[src/rtl/uart_route_scheduler_if.sv]
// uart_route_scheduler_if
//   Groups the byte-source handshakes, the transmitter/VGA launch signals and
//   the status outputs of uart_route_scheduler into one bundle.
//   Sources : kb_*, brd_*, sw_*   valid level + data byte, captured on a rising valid
//   Sinks   : pc_tx_*, brd_tx_*   start pulse, held data byte, busy feedback
//             vga_we / vga_data   write strobe and held data byte
//   Status  : fifo_full {sw,brd,kb}, drop_cnt, timeout_cnt
//   Modports: master = scheduler side, slave = environment (sources, tx, vga).
interface uart_route_scheduler_if;
  logic       kb_valid;
  logic [7:0] kb_data;
  logic       brd_valid;
  logic [7:0] brd_data;
  logic       sw_valid;
  logic [7:0] sw_data;
  logic       pc_tx_en;
  logic [7:0] pc_tx_data;
  logic       pc_tx_busy;
  logic       brd_tx_en;
  logic [7:0] brd_tx_data;
  logic       brd_tx_busy;
  logic       vga_we;
  logic [7:0] vga_data;
  logic [2:0] fifo_full;
  logic [7:0] drop_cnt;
  logic [7:0] timeout_cnt;

  modport master (
    input  kb_valid, kb_data, brd_valid, brd_data, sw_valid, sw_data,
    input  pc_tx_busy, brd_tx_busy,
    output pc_tx_en, pc_tx_data, brd_tx_en, brd_tx_data, vga_we, vga_data,
    output fifo_full, drop_cnt, timeout_cnt
  );

  modport slave (
    output kb_valid, kb_data, brd_valid, brd_data, sw_valid, sw_data,
    output pc_tx_busy, brd_tx_busy,
    input  pc_tx_en, pc_tx_data, brd_tx_en, brd_tx_data, vga_we, vga_data,
    input  fifo_full, drop_cnt, timeout_cnt
  );
endinterface

[src/rtl/uart_route_scheduler.sv]
// uart_route_scheduler
//   Byte router between three sources (PC rx = kb, peer board rx = brd,
//   switches = sw) and three sinks (PC tx, board tx, VGA text port).
//   Each source has a DEPTH-entry FIFO fed by a rising edge of its valid level.
//   A round-robin scheduler (kb->brd->sw) pops one byte at a time, waits for
//   its destination transmitters to be idle, launches it with one-cycle
//   en/we pulses, then waits for every launched transmitter to raise and drop
//   busy. A transmitter that never raises busy within ACK_TIMEOUT cycles is
//   abandoned and counted in timeout_cnt.
//   Ports:
//     clk    scheduler clock
//     reset  asynchronous active-high reset
//     bus    uart_route_scheduler_if.master (sources, sinks, status)
//   Routing: kb->{brd_tx,vga}, brd->{pc_tx,vga}, sw->{pc_tx,brd_tx,vga}.
module uart_route_scheduler #(
  parameter int DEPTH       = 4,
  parameter int ACK_TIMEOUT = 16
) (
  input logic                    clk,
  input logic                    reset,
  uart_route_scheduler_if.master bus
);

  localparam int AW = (DEPTH > 1) ? $clog2(DEPTH) : 1;
  localparam int CW = AW + 1;
  localparam int TW = $clog2(ACK_TIMEOUT + 1);

  typedef enum logic [2:0] {
    S_IDLE      = 3'd0,
    S_ARB       = 3'd1,
    S_WAIT_IDLE = 3'd2,
    S_LAUNCH    = 3'd3,
    S_WAIT_ACK  = 3'd4,
    S_WAIT_DONE = 3'd5
  } state_t;

  // Destination mask layout: bit0 = pc_tx, bit1 = brd_tx, bit2 = vga.
  function automatic logic [2:0] route_mask(input logic [1:0] src);
    logic [2:0] m;
    case (src)
      2'd0:    m = 3'b110;
      2'd1:    m = 3'b101;
      2'd2:    m = 3'b111;
      default: m = 3'b000;
    endcase
    return m;
  endfunction

  function automatic logic [1:0] next_src(input logic [1:0] src);
    logic [1:0] n;
    case (src)
      2'd0:    n = 2'd1;
      2'd1:    n = 2'd2;
      default: n = 2'd0;
    endcase
    return n;
  endfunction

  // First non-empty source searching from ptr in kb->brd->sw order.
  function automatic logic [1:0] rr_pick(input logic [1:0] ptr, input logic [2:0] ne);
    logic [1:0] first;
    logic [1:0] second;
    logic [1:0] third;
    logic [1:0] pick;
    case (ptr)
      2'd1: begin first = 2'd1; second = 2'd2; third = 2'd0; end
      2'd2: begin first = 2'd2; second = 2'd0; third = 2'd1; end
      default: begin first = 2'd0; second = 2'd1; third = 2'd2; end
    endcase
    if (ne[first]) begin
      pick = first;
    end else if (ne[second]) begin
      pick = second;
    end else begin
      pick = third;
    end
    return pick;
  endfunction

  // ---------------------------------------------------------------- state
  logic [2:0]    hist_q;
  logic [7:0]    mem_q    [3][DEPTH];
  logic [AW-1:0] wr_ptr_q [3];
  logic [AW-1:0] rd_ptr_q [3];
  logic [CW-1:0] cnt_q    [3];
  logic [CW-1:0] cnt_d    [3];
  logic [2:0]    full_q;
  logic [7:0]    drop_cnt_q;
  logic [7:0]    drop_cnt_d;

  state_t        state_q;
  logic [1:0]    rr_q;
  logic [2:0]    mask_q;
  logic [7:0]    byte_q;
  logic [TW-1:0] to_q;
  logic [1:0]    seen_q;
  logic [7:0]    timeout_cnt_q;
  logic          pc_tx_en_q;
  logic          brd_tx_en_q;
  logic          vga_we_q;
  logic [7:0]    pc_tx_data_q;
  logic [7:0]    brd_tx_data_q;
  logic [7:0]    vga_data_q;

  // ---------------------------------------------------------------- comb
  logic [2:0] valid_s;
  logic [7:0] data_s [3];
  logic [2:0] push_s;
  logic [2:0] full_s;
  logic [2:0] nonempty_s;
  logic [2:0] accept_s;
  logic [2:0] drop_s;
  logic [2:0] pop_s;
  logic [1:0] win_s;
  logic [2:0] win_mask_s;
  logic [7:0] head_s;
  logic [1:0] busy_s;
  logic [1:0] seen_s;
  logic       go_launch_s;
  logic [2:0] launch_mask_s;
  logic [7:0] launch_byte_s;
  logic [1:0] drop_sum_s;
  logic [8:0] drop_wide_s;

  assign valid_s = {bus.sw_valid, bus.brd_valid, bus.kb_valid};
  assign busy_s  = {bus.brd_tx_busy, bus.pc_tx_busy};

  // Source capture, FIFO bookkeeping and winner selection.
  always_comb begin
    data_s[0] = bus.kb_data;
    data_s[1] = bus.brd_data;
    data_s[2] = bus.sw_data;
    for (int i = 0; i < 3; i++) begin
      nonempty_s[i] = (cnt_q[i] != CW'(0));
      full_s[i]     = (cnt_q[i] == CW'(DEPTH));
      push_s[i]     = valid_s[i] & ~hist_q[i];
    end
    win_s      = rr_pick(rr_q, nonempty_s);
    win_mask_s = route_mask(win_s);
    pop_s      = 3'b000;
    if ((state_q == S_ARB) && (|nonempty_s)) begin
      pop_s[win_s] = 1'b1;
    end else begin
      pop_s = 3'b000;
    end
    case (win_s)
      2'd0:    head_s = mem_q[0][rd_ptr_q[0]];
      2'd1:    head_s = mem_q[1][rd_ptr_q[1]];
      2'd2:    head_s = mem_q[2][rd_ptr_q[2]];
      default: head_s = 8'h00;
    endcase
    // A full FIFO popped in the same cycle still accepts the new byte.
    for (int i = 0; i < 3; i++) begin
      accept_s[i] = push_s[i] & (~full_s[i] | pop_s[i]);
      drop_s[i]   = push_s[i] & full_s[i] & ~pop_s[i];
      case ({accept_s[i], pop_s[i]})
        2'b10:   cnt_d[i] = cnt_q[i] + CW'(1);
        2'b01:   cnt_d[i] = cnt_q[i] - CW'(1);
        default: cnt_d[i] = cnt_q[i];
      endcase
    end
    drop_sum_s  = {1'b0, drop_s[0]} + {1'b0, drop_s[1]} + {1'b0, drop_s[2]};
    drop_wide_s = {1'b0, drop_cnt_q} + {7'b0, drop_sum_s};
    if (drop_wide_s > 9'd255) begin
      drop_cnt_d = 8'hFF;
    end else begin
      drop_cnt_d = drop_wide_s[7:0];
    end
  end

  // Launch decision: from ARB with the freshly popped byte, or from WAIT_IDLE with the latched one.
  always_comb begin
    go_launch_s   = 1'b0;
    launch_mask_s = mask_q;
    launch_byte_s = byte_q;
    seen_s        = seen_q | (busy_s & mask_q[1:0]);
    case (state_q)
      S_ARB: begin
        if (|nonempty_s) begin
          launch_mask_s = win_mask_s;
          launch_byte_s = head_s;
          go_launch_s   = ((win_mask_s[1:0] & busy_s) == 2'b00);
        end else begin
          go_launch_s = 1'b0;
        end
      end
      S_WAIT_IDLE: begin
        go_launch_s = ((mask_q[1:0] & busy_s) == 2'b00);
      end
      default: begin
        go_launch_s = 1'b0;
      end
    endcase
  end

  // Edge history, per-source FIFO storage/pointers, full flags and drop counter.
  always_ff @(posedge clk or posedge reset) begin
    if (reset) begin
      hist_q     <= 3'b111;
      full_q     <= 3'b000;
      drop_cnt_q <= 8'h00;
      for (int i = 0; i < 3; i++) begin
        wr_ptr_q[i] <= AW'(0);
        rd_ptr_q[i] <= AW'(0);
        cnt_q[i]    <= CW'(0);
        for (int j = 0; j < DEPTH; j++) begin
          mem_q[i][j] <= 8'h00;
        end
      end
    end else begin
      hist_q     <= valid_s;
      drop_cnt_q <= drop_cnt_d;
      for (int i = 0; i < 3; i++) begin
        if (accept_s[i]) begin
          mem_q[i][wr_ptr_q[i]] <= data_s[i];
          wr_ptr_q[i]           <= wr_ptr_q[i] + AW'(1);
        end
        if (pop_s[i]) begin
          rd_ptr_q[i] <= rd_ptr_q[i] + AW'(1);
        end
        cnt_q[i]  <= cnt_d[i];
        full_q[i] <= (cnt_d[i] == CW'(DEPTH));
      end
    end
  end

  // Scheduler FSM with registered launch strobes, held data bytes and timeout counter.
  always_ff @(posedge clk or posedge reset) begin
    if (reset) begin
      state_q       <= S_IDLE;
      rr_q          <= 2'd0;
      mask_q        <= 3'b000;
      byte_q        <= 8'h00;
      to_q          <= TW'(0);
      seen_q        <= 2'b00;
      timeout_cnt_q <= 8'h00;
      pc_tx_en_q    <= 1'b0;
      brd_tx_en_q   <= 1'b0;
      vga_we_q      <= 1'b0;
      pc_tx_data_q  <= 8'h00;
      brd_tx_data_q <= 8'h00;
      vga_data_q    <= 8'h00;
    end else begin
      // Strobes are high only for the single cycle spent in LAUNCH.
      pc_tx_en_q  <= go_launch_s & launch_mask_s[0];
      brd_tx_en_q <= go_launch_s & launch_mask_s[1];
      vga_we_q    <= go_launch_s & launch_mask_s[2];
      if (go_launch_s && launch_mask_s[0]) pc_tx_data_q  <= launch_byte_s;
      if (go_launch_s && launch_mask_s[1]) brd_tx_data_q <= launch_byte_s;
      if (go_launch_s && launch_mask_s[2]) vga_data_q    <= launch_byte_s;

      case (state_q)
        S_IDLE: begin
          if (|nonempty_s) state_q <= S_ARB;
          else             state_q <= S_IDLE;
        end
        S_ARB: begin
          if (|nonempty_s) begin
            byte_q <= head_s;
            mask_q <= win_mask_s;
            rr_q   <= next_src(win_s);
            if (go_launch_s) state_q <= S_LAUNCH;
            else             state_q <= S_WAIT_IDLE;
          end else begin
            state_q <= S_IDLE;
          end
        end
        S_WAIT_IDLE: begin
          if (go_launch_s) state_q <= S_LAUNCH;
          else             state_q <= S_WAIT_IDLE;
        end
        S_LAUNCH: begin
          to_q   <= TW'(0);
          seen_q <= 2'b00;
          if (mask_q[1:0] == 2'b00) state_q <= S_IDLE;
          else                      state_q <= S_WAIT_ACK;
        end
        S_WAIT_ACK: begin
          seen_q <= seen_s;
          if ((seen_s & mask_q[1:0]) == mask_q[1:0]) begin
            state_q <= S_WAIT_DONE;
          end else if (to_q == TW'(ACK_TIMEOUT - 1)) begin
            if (timeout_cnt_q != 8'hFF) timeout_cnt_q <= timeout_cnt_q + 8'd1;
            state_q <= S_IDLE;
          end else begin
            to_q <= to_q + TW'(1);
          end
        end
        S_WAIT_DONE: begin
          if ((busy_s & mask_q[1:0]) == 2'b00) state_q <= S_IDLE;
          else                                 state_q <= S_WAIT_DONE;
        end
        default: begin
          state_q <= S_IDLE;
        end
      endcase
    end
  end

  assign bus.pc_tx_en    = pc_tx_en_q;
  assign bus.pc_tx_data  = pc_tx_data_q;
  assign bus.brd_tx_en   = brd_tx_en_q;
  assign bus.brd_tx_data = brd_tx_data_q;
  assign bus.vga_we      = vga_we_q;
  assign bus.vga_data    = vga_data_q;
  assign bus.fifo_full   = full_q;
  assign bus.drop_cnt    = drop_cnt_q;
  assign bus.timeout_cnt = timeout_cnt_q;

endmodule

[src/flat_wrapper.sv]
// flat-port wrapper written by rule: the top's interface ports become plain ports
module uart_route_scheduler_flat 
#(
  parameter int DEPTH       = 4,
  parameter int ACK_TIMEOUT = 16
)
  (clk, reset, bus_kb_valid, bus_kb_data, bus_brd_valid, bus_brd_data, bus_sw_valid, bus_sw_data, bus_pc_tx_busy, bus_brd_tx_busy, bus_pc_tx_en, bus_pc_tx_data, bus_brd_tx_en, bus_brd_tx_data, bus_vga_we, bus_vga_data, bus_fifo_full, bus_drop_cnt, bus_timeout_cnt);
  uart_route_scheduler_if bus_i ();
  input logic clk;
  input logic reset;
  input wire logic [$bits(bus_i.kb_valid)-1:0] bus_kb_valid;
  input wire logic [$bits(bus_i.kb_data)-1:0] bus_kb_data;
  input wire logic [$bits(bus_i.brd_valid)-1:0] bus_brd_valid;
  input wire logic [$bits(bus_i.brd_data)-1:0] bus_brd_data;
  input wire logic [$bits(bus_i.sw_valid)-1:0] bus_sw_valid;
  input wire logic [$bits(bus_i.sw_data)-1:0] bus_sw_data;
  input wire logic [$bits(bus_i.pc_tx_busy)-1:0] bus_pc_tx_busy;
  input wire logic [$bits(bus_i.brd_tx_busy)-1:0] bus_brd_tx_busy;
  output wire logic [$bits(bus_i.pc_tx_en)-1:0] bus_pc_tx_en;
  output wire logic [$bits(bus_i.pc_tx_data)-1:0] bus_pc_tx_data;
  output wire logic [$bits(bus_i.brd_tx_en)-1:0] bus_brd_tx_en;
  output wire logic [$bits(bus_i.brd_tx_data)-1:0] bus_brd_tx_data;
  output wire logic [$bits(bus_i.vga_we)-1:0] bus_vga_we;
  output wire logic [$bits(bus_i.vga_data)-1:0] bus_vga_data;
  output wire logic [$bits(bus_i.fifo_full)-1:0] bus_fifo_full;
  output wire logic [$bits(bus_i.drop_cnt)-1:0] bus_drop_cnt;
  output wire logic [$bits(bus_i.timeout_cnt)-1:0] bus_timeout_cnt;
  assign bus_i.kb_valid = bus_kb_valid;
  assign bus_i.kb_data = bus_kb_data;
  assign bus_i.brd_valid = bus_brd_valid;
  assign bus_i.brd_data = bus_brd_data;
  assign bus_i.sw_valid = bus_sw_valid;
  assign bus_i.sw_data = bus_sw_data;
  assign bus_i.pc_tx_busy = bus_pc_tx_busy;
  assign bus_i.brd_tx_busy = bus_brd_tx_busy;
  assign bus_pc_tx_en = bus_i.pc_tx_en;
  assign bus_pc_tx_data = bus_i.pc_tx_data;
  assign bus_brd_tx_en = bus_i.brd_tx_en;
  assign bus_brd_tx_data = bus_i.brd_tx_data;
  assign bus_vga_we = bus_i.vga_we;
  assign bus_vga_data = bus_i.vga_data;
  assign bus_fifo_full = bus_i.fifo_full;
  assign bus_drop_cnt = bus_i.drop_cnt;
  assign bus_timeout_cnt = bus_i.timeout_cnt;
  uart_route_scheduler #(.DEPTH(DEPTH), .ACK_TIMEOUT(ACK_TIMEOUT)) u_core (.clk(clk), .reset(reset), .bus(bus_i));
endmodule
[config.mk]
export PLATFORM = sky130hd
export DESIGN_NAME = uart_route_scheduler_flat
export DESIGN_NICKNAME = d
export VERILOG_FILES = /design/src/rtl/uart_route_scheduler_if.sv /design/src/rtl/uart_route_scheduler.sv /design/src/flat_wrapper.sv
export SDC_FILE = /design/constraint.sdc
export NUM_CORES = 1
export LEC_CHECK = 0
export BUFFER_PORTS_ARGS = -buffer_cell sky130_fd_sc_hd__buf_2
export CELL_PAD_IN_SITES_DETAIL_PLACEMENT = 2
export CELL_PAD_IN_SITES_GLOBAL_PLACEMENT = 2
export CORE_MARGIN = 1
export CORE_UTILIZATION = 42
export CTS_CLUSTER_DIAMETER = 120
export DETAILED_ROUTE_END_ITERATION = 8
export GPL_ROUTABILITY_DRIVEN = 1
export PLACE_DENSITY_LB_ADDON = 0.1
export SYNTH_ARGS = -nofsm -noshare
export SYNTH_HDL_FRONTEND = slang
export SYNTH_SLANG_ARGS = --single-unit
[constraint.sdc]
create_clock -name clk -period 7.6 [get_ports clk]
set_input_delay 1.52 -clock clk [delete_from_list [all_inputs] [get_ports clk]]
set_output_delay 1.52 -clock clk [all_outputs]
set_load 0.02 [all_outputs]
Word level (Yosys, flattened, before mapping):

Index checks and enable logic that the tools add are counted.

* muxes and demuxes: 55
* reductions and logical operators: 21
* equality and inequality tests: 27
* bitwise logic cells: 38
* $lt $le $gt $ge: 14
* add/subtract/negate cells: 17

Operators by type and width (count)
* $bwmux 32: 3
* $mux 8: 12
* $bmux 8 s2: 3
* $demux 8 s2: 3
* $eq 3x3->1 const B: 8
* $mux 3: 8
* $pmux 8 s3: 1
* $pmux 2 s2: 5
* $ge 3x3->1 const B: 6
* $not 2->3: 6
* $pmux 3 s2: 3
* $pmux 3 s6: 1
* $and 1x1->1: 15
* $add 2x1->2 const B: 6
* $eq 2x1->1 const B: 5
* $eq 2x2->1 const B: 5
* $mux 5: 2
* $not 1->1: 10
* $pmux 5 s2: 1
* $add 3x1->3 const B: 3
* $add 8x2->9: 1
* $gt 9x8->1 const B: 1
* $lt 2x3->1 const B: 3
* $lt 3x1->1 const B: 3
* other kinds (31): 58

* flip-flop bits (word level): 189
* logic and storage cells: 209

Depth between registers and ports, before layout:

* depth in word-level cells: 18
* mapped depth: 18

Least setup slack after synthesis:

No wires, ideal clock.

* path type: reg-to-reg
* start: register u_core.cnt_q[2] (netlist name)
* end: register u_core.drop_cnt_q[0] (netlist: u_core.bus.drop_cnt[0])
* slack: 3.982 ns
* cell stages (with the launch flop): 16
* data arrival time: 3.547 ns
* path buffers: 1
* clock period less this slack: 3.618 ns
* cells stage by stage: dfrtp_1 -> or3_1 -> a2bb2oi_1 -> and2_1 -> ha_1 -> clkbuf_1 -> nand2_1 -> inv_1 -> nor3_1 -> fa_1 -> ha_1 -> inv_1 -> fa_1 -> nor2_1 -> nand3_1 -> nand2b_1

* word-level cells in the longest chain between the ends: 17
* elaborated cells between the ends (all ways): 28
* those cells by class: 3 x add/sub; 3 x order compare; 1 x eq/ne; 10 x mux; 7 x bitwise; 4 x reduce/logical

Ends and longest elaborated chain
* start, declared: RTL line uart_route_scheduler.sv:85 `logic [CW-1:0] cnt_q [3];`
* start signal, assigned by index: RTL line uart_route_scheduler.sv:221 `cnt_q[i] <= cnt_d[i];`
* $reduce_bool 3->1 *: RTL line uart_route_scheduler.sv:134 `nonempty_s[i] = (cnt_q[i] != CW'(0));`
* $bmux 1 s2: RTL line uart_route_scheduler.sv:72 `end else if (ne[second]) begin`
* $mux 1 (implied by the code): RTL line uart_route_scheduler.sv:72
* $mux 2: RTL line uart_route_scheduler.sv:72
* $mux 2: RTL line uart_route_scheduler.sv:70 `if (ne[first]) begin`
* $lt 2x3->1 (implied by the code) or $ge 2x1->1 (tied branches): RTL line uart_route_scheduler.sv:142 `pop_s[win_s] = 1'b1;`
* $logic_and 1x1->1 (implied by the code): RTL line uart_route_scheduler.sv:142
* $mux 1 (implied by the code): RTL line uart_route_scheduler.sv:142
* [... 2 more ...]
* via u_core.pop_s[1]: RTL line uart_route_scheduler.sv:113 `logic [2:0] pop_s;`
* $not 1->1 *: RTL line uart_route_scheduler.sv:155 `drop_s[i] = push_s[i] & full_s[i] & ~pop_s[i];`
* $and 1x1->1 *: RTL line uart_route_scheduler.sv:155
* $add 1x1->2 *: RTL line uart_route_scheduler.sv:162 `drop_sum_s = {1'b0, drop_s[0]} + {1'b0, drop_s[1]} + {1'b0, drop_s[2]};`
* $add 2x1->2 *: RTL line uart_route_scheduler.sv:162
* $add 8x2->9 *: RTL line uart_route_scheduler.sv:163 `drop_wide_s = {1'b0, drop_cnt_q} + {7'b0, drop_sum_s};`
* $gt 9x8->1: RTL line uart_route_scheduler.sv:164 `if (drop_wide_s > 9'd255) begin`
* $mux 8 *: RTL line uart_route_scheduler.sv:164
* via u_core.drop_cnt_d[0]: RTL line uart_route_scheduler.sv:89 `logic [7:0] drop_cnt_d;`
* end signal, assigned: RTL line uart_route_scheduler.sv:212 `drop_cnt_q <= drop_cnt_d;`
* end, declared: RTL line uart_route_scheduler.sv:88 `logic [7:0] drop_cnt_q;`

The timed path passes the listed nets; every way through them passes the cells marked *. The select of a mux whose other input is x is not followed.
A chain may end at the register's enable or synchronous reset.

Final worst setup path:

Ends and elaborated chain as after synthesis.

==> summary.md <==
| Metric | Value |
|---|---|
| Vias in the first global route | `6467` |
| MaxCap Viol Count | `0` |
| Fin crit share | `0.569` |
| Setup violations, final | `0` |
| Placed insts | `982` |
| Status | `finished clean` |
| Skew final | `0.0100 ns` |
| Net count, final | `793` |
| Final cell count without fillers | `1014` |
| Crit. End Element | `flop` |
| Setup TNS | `0 ns` |
| Dpl ws | `3.35 ns` |
| Vias after detailed routing | `5499` |
| Post-synth top cells | `186 x dfrtp_1, 140 x mux2_2, 48 x nand2_1` |
| Primary FF master, synth | `dfrtp_1` |
| # rows | `52` |
| Crit path cell chain | `or3_1 -> a2bb2oi_1 -> and2_1 -> ha_1 -> nand2_1 -> inv_1 -> nor3_1 -> fa_1 -> ha_1 -> inv_1 -> fa_1 -> nor2_1 -> nand3_1 -> nand2b_1` |
| Synthesized area per cell | `13.6 um^2` |
| Routed wire per std cell | `22.4 um` |
| Largest net degree at the start of global routing | `117` |
| Core area | `0.0204 mm^2` |
| Worst Path Required | `7.97 ns` |
| Post-CTS sizing | `0` |
| Startpoint Class | `flop` |
| DIE WIDTH | `147 um` |
| Synth Area in Compound Gates | `0.0733` |
| Pwr per Cell Area | `457 mW/mm^2` |
| DRT iter0 DRCs | `251` |
| Largest cells by area after synthesis | `dfrtp_1 53%, mux2_2 18%, mux4_2 4.1%` |
| Initial antenna violation count | `0` |
| Grt total ovfl | `0` |
| Total power draw | `4.61 mW` |
| Most common cell in the netlist | `dfrtp_1` |
| Clk sinks | `189` |
| # diodes | `0` |
| Multiplexer share of the synthesized area | `0.221` |
| RSZ-0062 raised after global routing | `no` |
| Yosys cell types | `60` |
| Shortest period the worst path allows | `4.33 ns` |
| Mapped Area | `0.00882 mm^2` |
| Total count of hold-check failures in the final report | `0` |
| Critical-path top delay cell | `fa_1` |
| Simple-gate share of the synthesized area | `0.0709` |
| # fillers | `1982` |
| H-tree levels | `4` |
| Die area | `0.0216 mm^2` |
| Die Y | `147 um` |
| Pleak | `4.66 nW` |
| CTS Buffer Depth | `2` |
| GRT Overall Usage | `0.226` |
| Share of cells above drive strength 1 | `0.399` |
| Least-Margin Pin Slew | `1.09 ns` |
| DR vias/cell | `5.42` |
| PortBufs | `76` |
| Cts hold-fix bufs | `0` |
| Drt pass-1 iters | `4` |
| Final HPWL from detailed placement | `15.8 mm` |
| # IOs | `77` |
| Top-area cell type share of the netlist area | `0.528` |
| CTS tree | `done` |
| Post-synth ARST share | `1.00` |
| Yosys top cell by area | `dfrtp_1` |
| Slew Limit Fails | `0` |
| Post-DRT Antenna Nets | `0` |
| Synth Net Count | `712` |
| Worst-path clk slew | `0.08 ns` |
| Crit Path Max Fanout | `10` |
| Largest family of logic cells by synthesized area | `multiplexers` |
| Largest stage delay, worst path | `0.51 ns` |
| DRC viols | `0` |
| #FFs+latches synth | `189` |
| Maximum VDD drop | `175 uV` |
| TritonCTS buffer count | `17` |
| Post-synthesis sequential area ratio | `0.537` |
| Syn Inst Count | `650` |
| Initial core utilization | `0.432` |
| Layout area overhead | `14.4%` |
| Arr. time, crit path | `4.70 ns` |
| Post-CTS Setup Bufs | `0` |
| Worst setup margin | `3.27 ns` |
| Synth Warn # | `0` |
| Xor and xnor area share after synthesis | `0.0298` |
| Root buffer cell | `clkbuf_16` |
| Setup CP Type | `reg -> reg` |
| Number of synthesized flops with an enable pin | `0` |
| Post-synthesis adder-cell area fraction | `0.0482` |
| Fmax | `0.231 GHz` |
| Clk_lat worst skew | `0.44 ns` |
| Slew HR | `0.271` |
| Worst hold path type | `reg -> reg` |
| RePlAce Congestion | `0.791` |
| First-pass GRT wire length | `37.0 mm` |
| Final WL | `22.8 mm` |
[metal layers]
layer,global-route usage,up-vias,routed length [um]
met5,0,-,0
met4,0.0598,0,252
met3,0.0419,16,482
met2,0.399,57,12000
met1,0.284,2936,10000
li1,-,2490,-
[layout by cell type (no fill, tap or decap), types with 6 or more instances in the layout]
cell type	n
clkbuf_16	17
nor2_1	17
ha_1	26
buf_2	76
nand2_1	48
a21oi_1	13
o21ai_0	12
dfrtp_1	186
xnor2_1	14
a222oi_1	8
mux2_2	140
nand3_1	6
inv_8	7
mux4_2	16
inv_1	29
xor2_1	16
a21o_1	10
[kinds of logic (layout without fill, tap and decap cells)]
kind of cell    count (synthesis)  in the layout
flops                         189            189
compound gates                 76             76
xor+xnor                       30             30
simple gates                  121            121
buf+inv                        46            140
mux                           157            157
fa+ha+maj                      31             31
[sequential cells by signal, indices dropped and copies added, names as in the netlist, 8 cells and up]
signal,cells
u_core.bus.brd_tx_data,8
u_core.bus.drop_cnt,8
u_core.bus.pc_tx_data,8
u_core.bus.timeout_cnt,8
u_core.bus.vga_data,8
u_core.byte_q,8
u_core.cnt_q,9
u_core.mem_q,96
[critical path, delay by kind of cell (launching register included)]
family	cells	cell delay, ns
simple gates	7	1.71
fa+ha+maj	4	1.56
flops	1	0.46
compound gates	1	0.30
buf+inv	2	0.22
[path summary, 6_finish.rpt]
kind	startpoint	slack, ns	end	depth (start not counted)
setup / recovery	u_core.cnt_q[2]	3.27	u_core.bus.drop_cnt[0]	14
hold / removal	u_core.rd_ptr_q[5]	0.50	u_core.rd_ptr_q[5]	1
setup reg to reg	u_core.cnt_q[2]	3.27	u_core.bus.drop_cnt[0]	14
hold reg to reg	u_core.rd_ptr_q[5]	0.50	u_core.rd_ptr_q[5]	1
max in group asynchronous	reset	4.72	u_core.byte_q[6]	3
min in group asynchronous	reset	1.32	u_core.rd_ptr_q[0]	2
[metrics by stage]
step                      area (um^2)  hold WS [ns]  utilization
after global placement           9490         0.482        0.465
after CTS                       10100         0.497        0.494
final                           10100         0.496        0.494
after detailed placement         9490         0.484        0.465
after floorplan                  8820         0.459            -
after global routing            10100         0.522        0.494
[power breakdown]
part	switching [mW]	total, mW	internal, mW
Clock	0.448	0.921	0.473
Sequential	0.372	1.82	1.45
Combinational	0.973	1.87	0.900
Total	1.79	4.61	2.82
[final cells by class]
cell class                      count  area [um^2]  share of cell area
Clock buffer                       17          425              0.0422
Clock inverter                     15          170              0.0169
Inverter                           30          118              0.0117
Multi-Input combinational cell    415         3910               0.387
Sequential cell                   189         4730               0.469
Tap cell                          270          338              0.0335
Timing Repair Buffer               78          395              0.0392
(Power assumes the default switching activity.)
